**src/rtl/serial_tx_negclk_pkg.sv**
```systemverilog
// Shared link definitions for the negative-edge serial transmitter and its future receiver.
// Optional even-parity bit after each frame is enabled by defining SERIAL_TX_PARITY_EN.
package serial_tx_negclk_pkg;

    typedef enum logic [1:0] {
        IDLE   = 2'd0,
        SHIFT  = 2'd1,
        PARITY = 2'd2
    } tx_state_t;

    localparam bit MSB_FIRST_DEFAULT = 1'b1;

endpackage

```
**src/rtl/shift_reg_negclk_piso.sv**
```systemverilog
// WIDTH-bit falling-edge parallel-load/serial-shift register with async active-low clear.
// MSB_FIRST selects which end of the register feeds the serial tap.
module shift_reg_negclk_piso #(
    parameter int WIDTH     = 8,
    parameter bit MSB_FIRST = 1'b1
) (
    input  logic             Clk,
    input  logic             Clr,
    input  logic             i_load,
    input  logic             i_shift,
    input  logic [WIDTH-1:0] i_din,
    output logic             o_tap
);

    logic [WIDTH-1:0] r_data;

    // Load has priority so a back-to-back word replaces the finished frame on the same edge.
    always_ff @(negedge Clk or negedge Clr) begin
        if (!Clr) begin
            r_data <= '0;
        end else if (i_load) begin
            r_data <= i_din;
        end else if (i_shift) begin
            if (MSB_FIRST) begin
                r_data <= {r_data[WIDTH-2:0], 1'b0};
            end else begin
                r_data <= {1'b0, r_data[WIDTH-1:1]};
            end
        end
    end

    assign o_tap = MSB_FIRST ? r_data[WIDTH-1] : r_data[0];

endmodule

```
**src/rtl/serial_tx_negclk.sv**
```systemverilog
// Parallel-in/serial-out transmitter clocked on the falling edge of Clk with Load/Ready handshake.
// Define SERIAL_TX_PARITY_EN to append an even-parity bit after each data word.
module serial_tx_negclk
    import serial_tx_negclk_pkg::*;
#(
    parameter int WIDTH     = 8,
    parameter bit MSB_FIRST = MSB_FIRST_DEFAULT
) (
    input  logic             Clk,
    input  logic             Clr,
    input  logic [WIDTH-1:0] Din,
    input  logic             Load,
    output logic             Ready,
    output logic             Sout,
    output logic             SoutValid,
    output logic             Done
);

    localparam int CW = $clog2(WIDTH);
    localparam logic [CW-1:0] LAST = CW'(WIDTH - 1);

    tx_state_t     r_state;
    tx_state_t     w_next;
    logic [CW-1:0] r_count;
    logic          r_done;
    logic          w_accept;
    logic          w_last_bit;
    logic          w_frame_end;
    logic          w_tap;
`ifdef SERIAL_TX_PARITY_EN
    logic          r_parity;
`endif

    assign w_last_bit = (r_count == LAST);
    assign w_accept   = Load & Ready;
    assign Done       = r_done;

    always_ff @(negedge Clk or negedge Clr) begin
        if (!Clr) begin
            r_state <= IDLE;
        end else begin
            r_state <= w_next;
        end
    end

    // Ready opens in the final period of a frame so a waiting word follows with no gap.
    always_comb begin
        w_next      = r_state;
        Ready       = 1'b0;
        SoutValid   = 1'b0;
        Sout        = 1'b0;
        w_frame_end = 1'b0;
        case (r_state)
            IDLE: begin
                Ready = 1'b1;
                if (Load) begin
                    w_next = SHIFT;
                end
            end
            SHIFT: begin
                SoutValid = 1'b1;
                Sout      = w_tap;
`ifdef SERIAL_TX_PARITY_EN
                if (w_last_bit) begin
                    w_next = PARITY;
                end
`else
                Ready = w_last_bit;
                if (w_last_bit) begin
                    w_frame_end = 1'b1;
                    w_next      = Load ? SHIFT : IDLE;
                end
`endif
            end
`ifdef SERIAL_TX_PARITY_EN
            PARITY: begin
                SoutValid   = 1'b1;
                Sout        = r_parity;
                Ready       = 1'b1;
                w_frame_end = 1'b1;
                w_next      = Load ? SHIFT : IDLE;
            end
`endif
            default: begin
                w_next = IDLE;
            end
        endcase
    end

    always_ff @(negedge Clk or negedge Clr) begin
        if (!Clr) begin
            r_count <= '0;
            r_done  <= 1'b0;
        end else begin
            r_done <= w_frame_end;
            if (w_accept) begin
                r_count <= '0;
            end else if (r_state == SHIFT && !w_last_bit) begin
                r_count <= r_count + 1'b1;
            end else begin
                r_count <= '0;
            end
        end
    end

`ifdef SERIAL_TX_PARITY_EN
    always_ff @(negedge Clk or negedge Clr) begin
        if (!Clr) begin
            r_parity <= 1'b0;
        end else if (w_accept) begin
            r_parity <= ^Din;
        end
    end
`endif

    shift_reg_negclk_piso #(
        .WIDTH     (WIDTH),
        .MSB_FIRST (MSB_FIRST)
    ) u_piso (
        .Clk     (Clk),
        .Clr     (Clr),
        .i_load  (w_accept),
        .i_shift (r_state == SHIFT),
        .i_din   (Din),
        .o_tap   (w_tap)
    );

endmodule

```
**config.mk**
```make
export PLATFORM = sky130hd
export DESIGN_NAME = serial_tx_negclk
export DESIGN_NICKNAME = d
export VERILOG_FILES = /design/src/rtl/serial_tx_negclk_pkg.sv /design/src/rtl/shift_reg_negclk_piso.sv /design/src/rtl/serial_tx_negclk.sv
export SDC_FILE = /design/constraint.sdc
export NUM_CORES = 1
export LEC_CHECK = 0
export ABC_AREA = 1
export CAP_MARGIN = 5
export CORE_UTILIZATION = 30
export CTS_CLUSTER_DIAMETER = 30
export CTS_CLUSTER_SIZE = 40
export DETAILED_ROUTE_END_ITERATION = 12
export HOLD_SLACK_MARGIN = 0.03
export MAX_ROUTING_LAYER = met4
export SETUP_SLACK_MARGIN = 0.02
export SLEW_MARGIN = 20
export SYNTH_ARGS = -nofsm -noshare
export SYNTH_HDL_FRONTEND = slang
export SYNTH_HIERARCHICAL = 1
export SYNTH_SLANG_ARGS = --single-unit
```
**constraint.sdc**
```tcl
create_clock -name Clk -period 3.8 [get_ports Clk]
set_input_delay 0.95 -clock Clk [delete_from_list [all_inputs] [get_ports Clk]]
set_output_delay 0.95 -clock Clk [all_outputs]
set_load 0.05 [all_outputs]
```
Yosys cells after proc, flatten, opt, wreduce, memory -nomap -nowiden
Cells that the tools add are included.
{"block": "op_classes", "n_addsub": 1, "eq_ne": 4, "n_mux": 13, "bitwise": 1, "reduce_logical": 5}
{"cell": "2-to-1 mux 8 bit", "count": 2}
{"cell": "2-to-1 mux 3 bit", "count": 2}
{"cell": "2-to-1 mux 1 bit", "count": 5}
{"cell": "2-to-1 mux 2 bit", "count": 2}
{"cell": "inequality test 2 bit, second input constant", "count": 2}
{"cell": "case mux 2 bit (2 select lines)", "count": 1}
{"cell": "adder 3 x 1 -> 3 bit, second input constant", "count": 1}
{"cell": "equality test 3 bit, second input constant", "count": 1}
{"cell": "equality test 2 x 1 -> 1 bit, second input constant", "count": 1}
{"cell": "logical NOT 2 bit", "count": 1}
{"cell": "case mux 1 bit (2 select lines)", "count": 1}
{"cell": "AND reduction 2 bit", "count": 1}
{"cell": "nonzero test 2 bit", "count": 1}
{"cell": "AND 1 bit", "count": 1}
{"cell": "logical AND 1 bit", "count": 1}
{"cell": "logical NOT 1 bit", "count": 1}
{"block": "totals", "reg_bits": 14, "in_bits": 11, "output_inout_bits": 4, "word_cells": 28}

Longest topological paths before layout
Gate-level depths: netlist (run 1).
{"block": "depth", "word_depth": 5, "depth_mapped": 8, "ltp_nobuf": 7}

By module
Netlist (run 1), hierarchy kept.
{"module": "shift_reg_negclk_piso", "instances": 1, "cells_each": 43, "area_per_inst_um2": 376.6}
{"module": "serial_tx_negclk", "instances": 1, "cells_each": 21, "area_per_inst_um2": 206.4}

==> flow_metrics.py, run 1 <==
metrics = {
    "pwr": {
        "ir_worst_vdd_uv": 312,
        "power_density_mw_per_mm2": 683,
        "cellLeakagePower_uw": 0.000438,
        "power_uw": 629,
    },
    "global_routing": {
        "antenna_found_initial": 0,
        "grt_pass1_vias": 470,
        "grt_pass1_wl_um": 1890,
        "track_usage_pct": 13.2,
        "grt_max_degree": 14,
        "grt-ovfl-total": 0,
    },
    "drt": {
        "ant_nets": 0,
        "vias": 490,
        "first_pass_iters": 4,
        "vias_per_cell": 4.30,
        "drc_errors": 0,
        "drtIter0Drc": 5,
        "routed_wl_um": 1170,
        "wl_per_cell_um": 10.2,
    },
    "clock_network": {
        "clockRootBuffer": "clkbuf_4",
        "cts_htree_levels": 1,
        "cts.sinks": 13,
        "cts_buffer_depth": 2,
        "numCtsBuffers": 3,
        "cts_hold_buf": 0,
        "clkLatencyLatePin_ns": 0.28,
        "cts_tree": "built",
        "path_clk_slew_ns": 0.06,
    },
    "synthesis": {
        "ys_types": 12,
        "yosysTopAreaCell": "dfrtn_1",
        "syn-instance-count": 64,
        "synth.yosys.seq_area_share_pct": 55.8,
        "synth_seq_cells": 13,
        "syn_nets": 77,
        "syn_area_sq_um": 583,
        "syn_avg_cell_area_sq_um": 9.11,
        "yosysTopAreaCellShare_pct": 55.8,
        "synthTopCellsByArea": "dfrtn_1, nand2_1, nand3_1",
        "ys_warn_count": 6,
    },
    "timing": {
        "worst_slack_ns": -0.304,
        "fin_worst_skew_ns": 0.00127,
        "slew_headroom_pct": 85.2,
        "holdWs_ns": 0.435,
        "rsz0062_at_grt": "yes",
        "slew_violations": 0,
        "worst-slew-pin-transition_ns": 0.221,
        "setup-tns-final_ns": -0.610,
        "report.final.setup_viol": 3,
        "timing.final.hold_violations": 0,
    },
    "floorplan": {
        "dieArea_sq_mm": 0.00212,
        "coreArea_sq_mm": 0.00178,
        "io_pins": 15,
        "rows": 15,
        "die_x_um": 46.1,
        "die_y_um": 46.1,
        "start_util_pct": 32.7,
    },
    "run_status": {
        "violations": "setup timing",
        "status": "complete, but fails checks",
    },
    "layout": {
        "seq_area_sq_um": 325,
        "drive_above_1_share_pct": 32.6,
        "fin_area_sq_um": 921,
        "finalNonFillerCells": 114,
        "multiInputGateArea_sq_um": 256,
        "fin_nets": 103,
        "n_antenna_cell": 0,
        "syn2layout_area_growth_pct": 57.9,
        "fillers": 175,
    },
    "worst_setup_path": {
        "start_kind": "flop",
        "cp_data_arrival_time_ns": 3.15,
        "cp-startpoint": "r_count[0]",
        "critPathRequiredTime_ns": 2.85,
        "path_class": "reg -> out",
        "r2r-start": "r_count[0]",
        "endpoint_kind": "primary output",
        "crit_fanout": 2,
    },
    "placed_design": {
        "port-buffer-count": 14,
        "dpl.cell_count": 108,
        "post_dp_cell_area_sq_um": 835,
        "place_hpwl_um": 798,
        "place_congestion": 0.776,
    },
    "min_path": {
        "min_path_type": "reg -> reg",
        "hold_start": "u_piso/r_data[1]",
    },
    "run": {
        "cap_violations": 0,
    },
}
-- Yosys cell counts, drive strengths merged --
| library cell | count |
|---|---|
| nand2 | 21 |
| nand3 | 14 |
| dfrtn | 13 |
| inv | 7 |
| nor2 | 4 |
| buf | 2 |
| ha | 2 |
| a21oi | 1 |
-- cells in the final DEF, fill, tap and decap left out, types with 3 or more instances in the layout --
cell,Yosys,final
nand3_1,14,13
clkdlybuf4s50_1,0,10
nor2_1,3,3
buf_4,1,8
dfrtn_1,13,13
clkbuf_4,0,3
inv_1,6,3
nand2_1,20,17
inv_2,1,3
nand2_2,1,3
buf_12,0,4
-- sequential cells by signal, indices dropped and copies added, names as in the netlist --
register,flops
u_piso/r_data,8
r_count,3
Done,1
r_state,1
-- routing by layer --
metal	GRT usage, %	up-vias	wire, um
met5	-	-	0
met4	8.82	0	14
met3	2.35	2	49
met2	19.4	16	558
met1	16.5	219	542
li1	-	253	-
-- where the power goes --
group / switching (uW) / leakage (uW) / internal, uW
logic: 161 / 0.000256 / 157
registers: 32.7 / 0.000167 / 193
clock network: 44.7 / 0.0000150 / 40.7
-- timing repair --
action | 4_1_cts | 5_1_grt
setup endpoints to repair | 11 | 8
endpoints found under the hold margin | 0 | 0
setup buffers | 1 | 1
resized for setup | 6 | 6
pin swaps | 1 | 0
-- cells by family (layout without fill, tap and decap cells) --
family                     Yosys count  in the layout  share of synthesized area [%]
and+or+nand+nor                     39             39                           31.3
AOI/OAI and AO/OA                    1              1                          0.858
DFF                                 13             13                           55.8
adders and majority gates            2              2                           4.29
buffers and inverters                9             34                           7.72
-- path summary, 6_finish.rpt --
kind / to / slack (ns) / depth (start not counted)
min reg2reg: u_piso/r_data[1] / 0.43 / 2
max in group asynchronous: r_count[1] / 0.83 / 2
min in group asynchronous: u_piso/r_data[7] / 2.78 / 2
max reg2reg: u_piso/r_data[4] / 2.27 / 9
max: Ready / -0.30 / 5
min: u_piso/r_data[1] / 0.43 / 2
-- critical path: stages (launching register included) --
cell,delay [ns]
dfrtn_1,0.41
ha_2,0.19
ha_4,0.13
inv_2,0.04
nand2_4,0.06
buf_12,0.13
-- final cells by class --
cell class	instances	area share [%]
Timing Repair Buffer	23	27.3
Sequential cell	13	35.3
Tap cell	25	3.40
Multi-Input combinational cell	42	27.9
Inverter	7	3.26
Clock buffer	4	2.85
-- per-stage QoR --
| stage | utilization [%] | worst slack, ns |
|---|---|---|
| 6_report | 51.6 | -0.304 |
| 5_1_grt | 51.6 | -0.363 |
| 4_1_cts | 50.0 | -0.314 |
| 3_5_place_dp | 46.8 | -0.312 |
| 3_3_place_gp | 46.8 | -0.306 |
| 2_1_floorplan | - | -0.144 |
No activity file was read; power rests on OpenSTA's default activity.
==> run 2: changes to the inputs <==
--- a/config.mk
+++ b/config.mk
@@ -7,12 +7,14 @@
 export LEC_CHECK = 0
 export ABC_AREA = 1
 export CAP_MARGIN = 5
-export CORE_UTILIZATION = 30
+export CORE_AREA = 2 2 39 41
 export CTS_CLUSTER_DIAMETER = 30
 export CTS_CLUSTER_SIZE = 40
 export DETAILED_ROUTE_END_ITERATION = 12
+export DIE_AREA = 0 0 41 43
 export HOLD_SLACK_MARGIN = 0.03
 export MAX_ROUTING_LAYER = met4
+export PLACE_DENSITY = 0.73
 export SETUP_SLACK_MARGIN = 0.02
 export SLEW_MARGIN = 20
 export SYNTH_ARGS = -nofsm -noshare
==> run 2 against run 1 <==
- the run still ends with setup timing left
- worst setup slack got worse by 0.0070 ns
- power rose by 1.9%
- clock power barely moved
- via count rose by 5.1%
- hold slack got worse by 0.0095 ns
- die area fell by 17%
- clock skew barely moved
==> flow_metrics.py, run 2 (synthesis gave the netlist of run 1 again) <==
metrics = {
    "run_status": {
        "status": "complete, but fails checks",
        "violations": "setup timing",
    },
    "worst_setup_path": {
        "path_class": "reg -> out",
        "endpoint_kind": "primary output",
        "slowest_delay_ns": 0.42,
        "worst-path-buf-inv": 2,
        "slowest_stage": "dfrtn_1",
        "critical_path.cell_chain": "ha_2 -> ha_4 -> inv_4 -> nand2_4 -> buf_12",
        "start_kind": "flop",
        "cp_top_family": "flip-flops",
        "critPathRequiredTime_ns": 2.85,
        "cp_data_arrival_time_ns": 3.16,
        "crit_fanout": 2,
    },
    "timing": {
        "setup-tns-final_ns": -0.653,
        "worst_slack_ns": -0.311,
        "slew_violations": 0,
        "holdWs_ns": 0.425,
        "timing.final.hold_violations": 0,
        "worst-slew-pin-transition_ns": 0.248,
        "fin_worst_skew_ns": 0.000979,
        "rsz0062_at_grt": "yes",
        "report.final.setup_viol": 3,
        "slew_headroom_pct": 83.4,
    },
    "drt": {
        "drtIter0Drc": 14,
        "vias": 515,
        "drc_errors": 0,
        "routed_wl_um": 1110,
        "vias_per_cell": 4.81,
        "wl_per_cell_um": 10.4,
        "first_pass_iters": 4,
        "ant_nets": 0,
    },
    "layout": {
        "final_cell_mix": "nand2_1, nand3_1, dfrtn_1, buf_4, clkdlybuf4s50_1",
        "largest_register_ffs": 8,
        "drive_above_1_share_pct": 28.6,
        "reg_top3": "u_piso/r_data (8), r_count (3)",
        "mostFrequentLayoutCell": "nand2_1",
        "syn2layout_area_growth_pct": 54.7,
        "n_antenna_cell": 0,
        "top_register": "u_piso/r_data",
        "fin_nets": 105,
    },
    "min_path": {
        "min_path_type": "reg -> reg",
    },
    "floorplan": {
        "coreArea_sq_mm": 0.00138,
        "die_y_um": 43,
        "rows": 14,
        "start_util_pct": 42.1,
        "io_pins": 15,
        "die_x_um": 41,
        "dieArea_sq_mm": 0.00176,
    },
    "clock_network": {
        "path_clk_slew_ns": 0.06,
        "cts.sinks": 13,
        "clockRootBuffer": "clkbuf_4",
        "cts_htree_levels": 1,
        "cts_tree": "built",
        "cts_hold_buf": 0,
        "clkLatencyLatePin_ns": 0.28,
        "numCtsBuffers": 3,
        "cts_buffer_depth": 2,
    },
    "global_routing": {
        "grt_pass1_vias": 451,
        "grt_max_degree": 14,
        "grt-ovfl-total": 0,
        "antenna_found_initial": 0,
        "grt_pass1_wl_um": 1930,
        "track_usage_pct": 16.5,
    },
    "run": {
        "cap_violations": 0,
    },
    "pwr": {
        "ir_worst_vdd_uv": 388,
        "power_density_mw_per_mm2": 710,
        "cellLeakagePower_uw": 0.000439,
    },
    "placed_design": {
        "place_hpwl_um": 780,
        "place_congestion": 0.779,
        "port-buffer-count": 14,
    },
}
run 2: metrics by stage:
step	power (uW)	instance area, sq um	std cells	setup WS [ns]	util [%]
final	641	902	107	-0.311	65.2
after CTS	628	892	106	-0.305	64.5
after floorplan	383	589	64	-0.144	-
after global placement	492	816	98	-0.207	59.0
after global routing	685	902	107	-0.378	65.2
after detailed placement	503	816	98	-0.216	59.0
run 2: layer usage:
layer	share of wire [%]	up-vias	GRT usage, %
met5	0	-	-
met4	1.3	0	6.00
met3	5.0	2	4.71
met2	48	17	22.8
met1	45	238	22.6
li1	-	258	-
run 2: worst paths after layout:
| kind | start | to | slack [ns] | cells past startpoint |
|---|---|---|---|---|
| worst max-delay path | r_count[0] | Ready | -0.31 | 5 |
| worst min-delay path | u_piso/r_data[0] | u_piso/r_data[0] | 0.43 | 2 |
| worst max register to register | r_count[0] | u_piso/r_data[2] | 2.24 | 9 |
| worst min register to register | u_piso/r_data[0] | u_piso/r_data[0] | 0.43 | 2 |
| max in group asynchronous | Clr | u_piso/r_data[7] | 0.85 | 2 |
| min in group asynchronous | Clr | Done | 2.76 | 2 |
run 2: worst min-delay path: stages (launching register included):
cell and delay (ns):
dfrtn_1 0.41, nand2_1 0.06, nand2_1 0.05
run 2: cell type report:
| class | count | area [sq um] |
|---|---|---|
| Tap cell | 16 | 20.0 |
| Inverter | 7 | 32.5 |
| Multi-Input combinational cell | 42 | 235 |
| Fill cell | 106 | 482 |
| Sequential cell | 13 | 325 |
| Clock buffer | 4 | 26.3 |
| Timing Repair Buffer | 25 | 263 |
run 2: report_power, final:
part           total [uW]  leakage (uW)  switching [uW]  internal (uW)
registers             224      0.000167            31.8            193
clock network        85.6     0.0000150            45.0           40.6
logic                 331      0.000257             163            168
run 2: what timing repair did:
| item | CTS | global route |
|---|---|---|
| pin swaps | 1 | 0 |
| resized for setup | 5 | 1 |
| setup buffers | 4 | 1 |
| endpoints found under the setup margin | 3 | 10 |
| gates cloned | 0 | 0 |
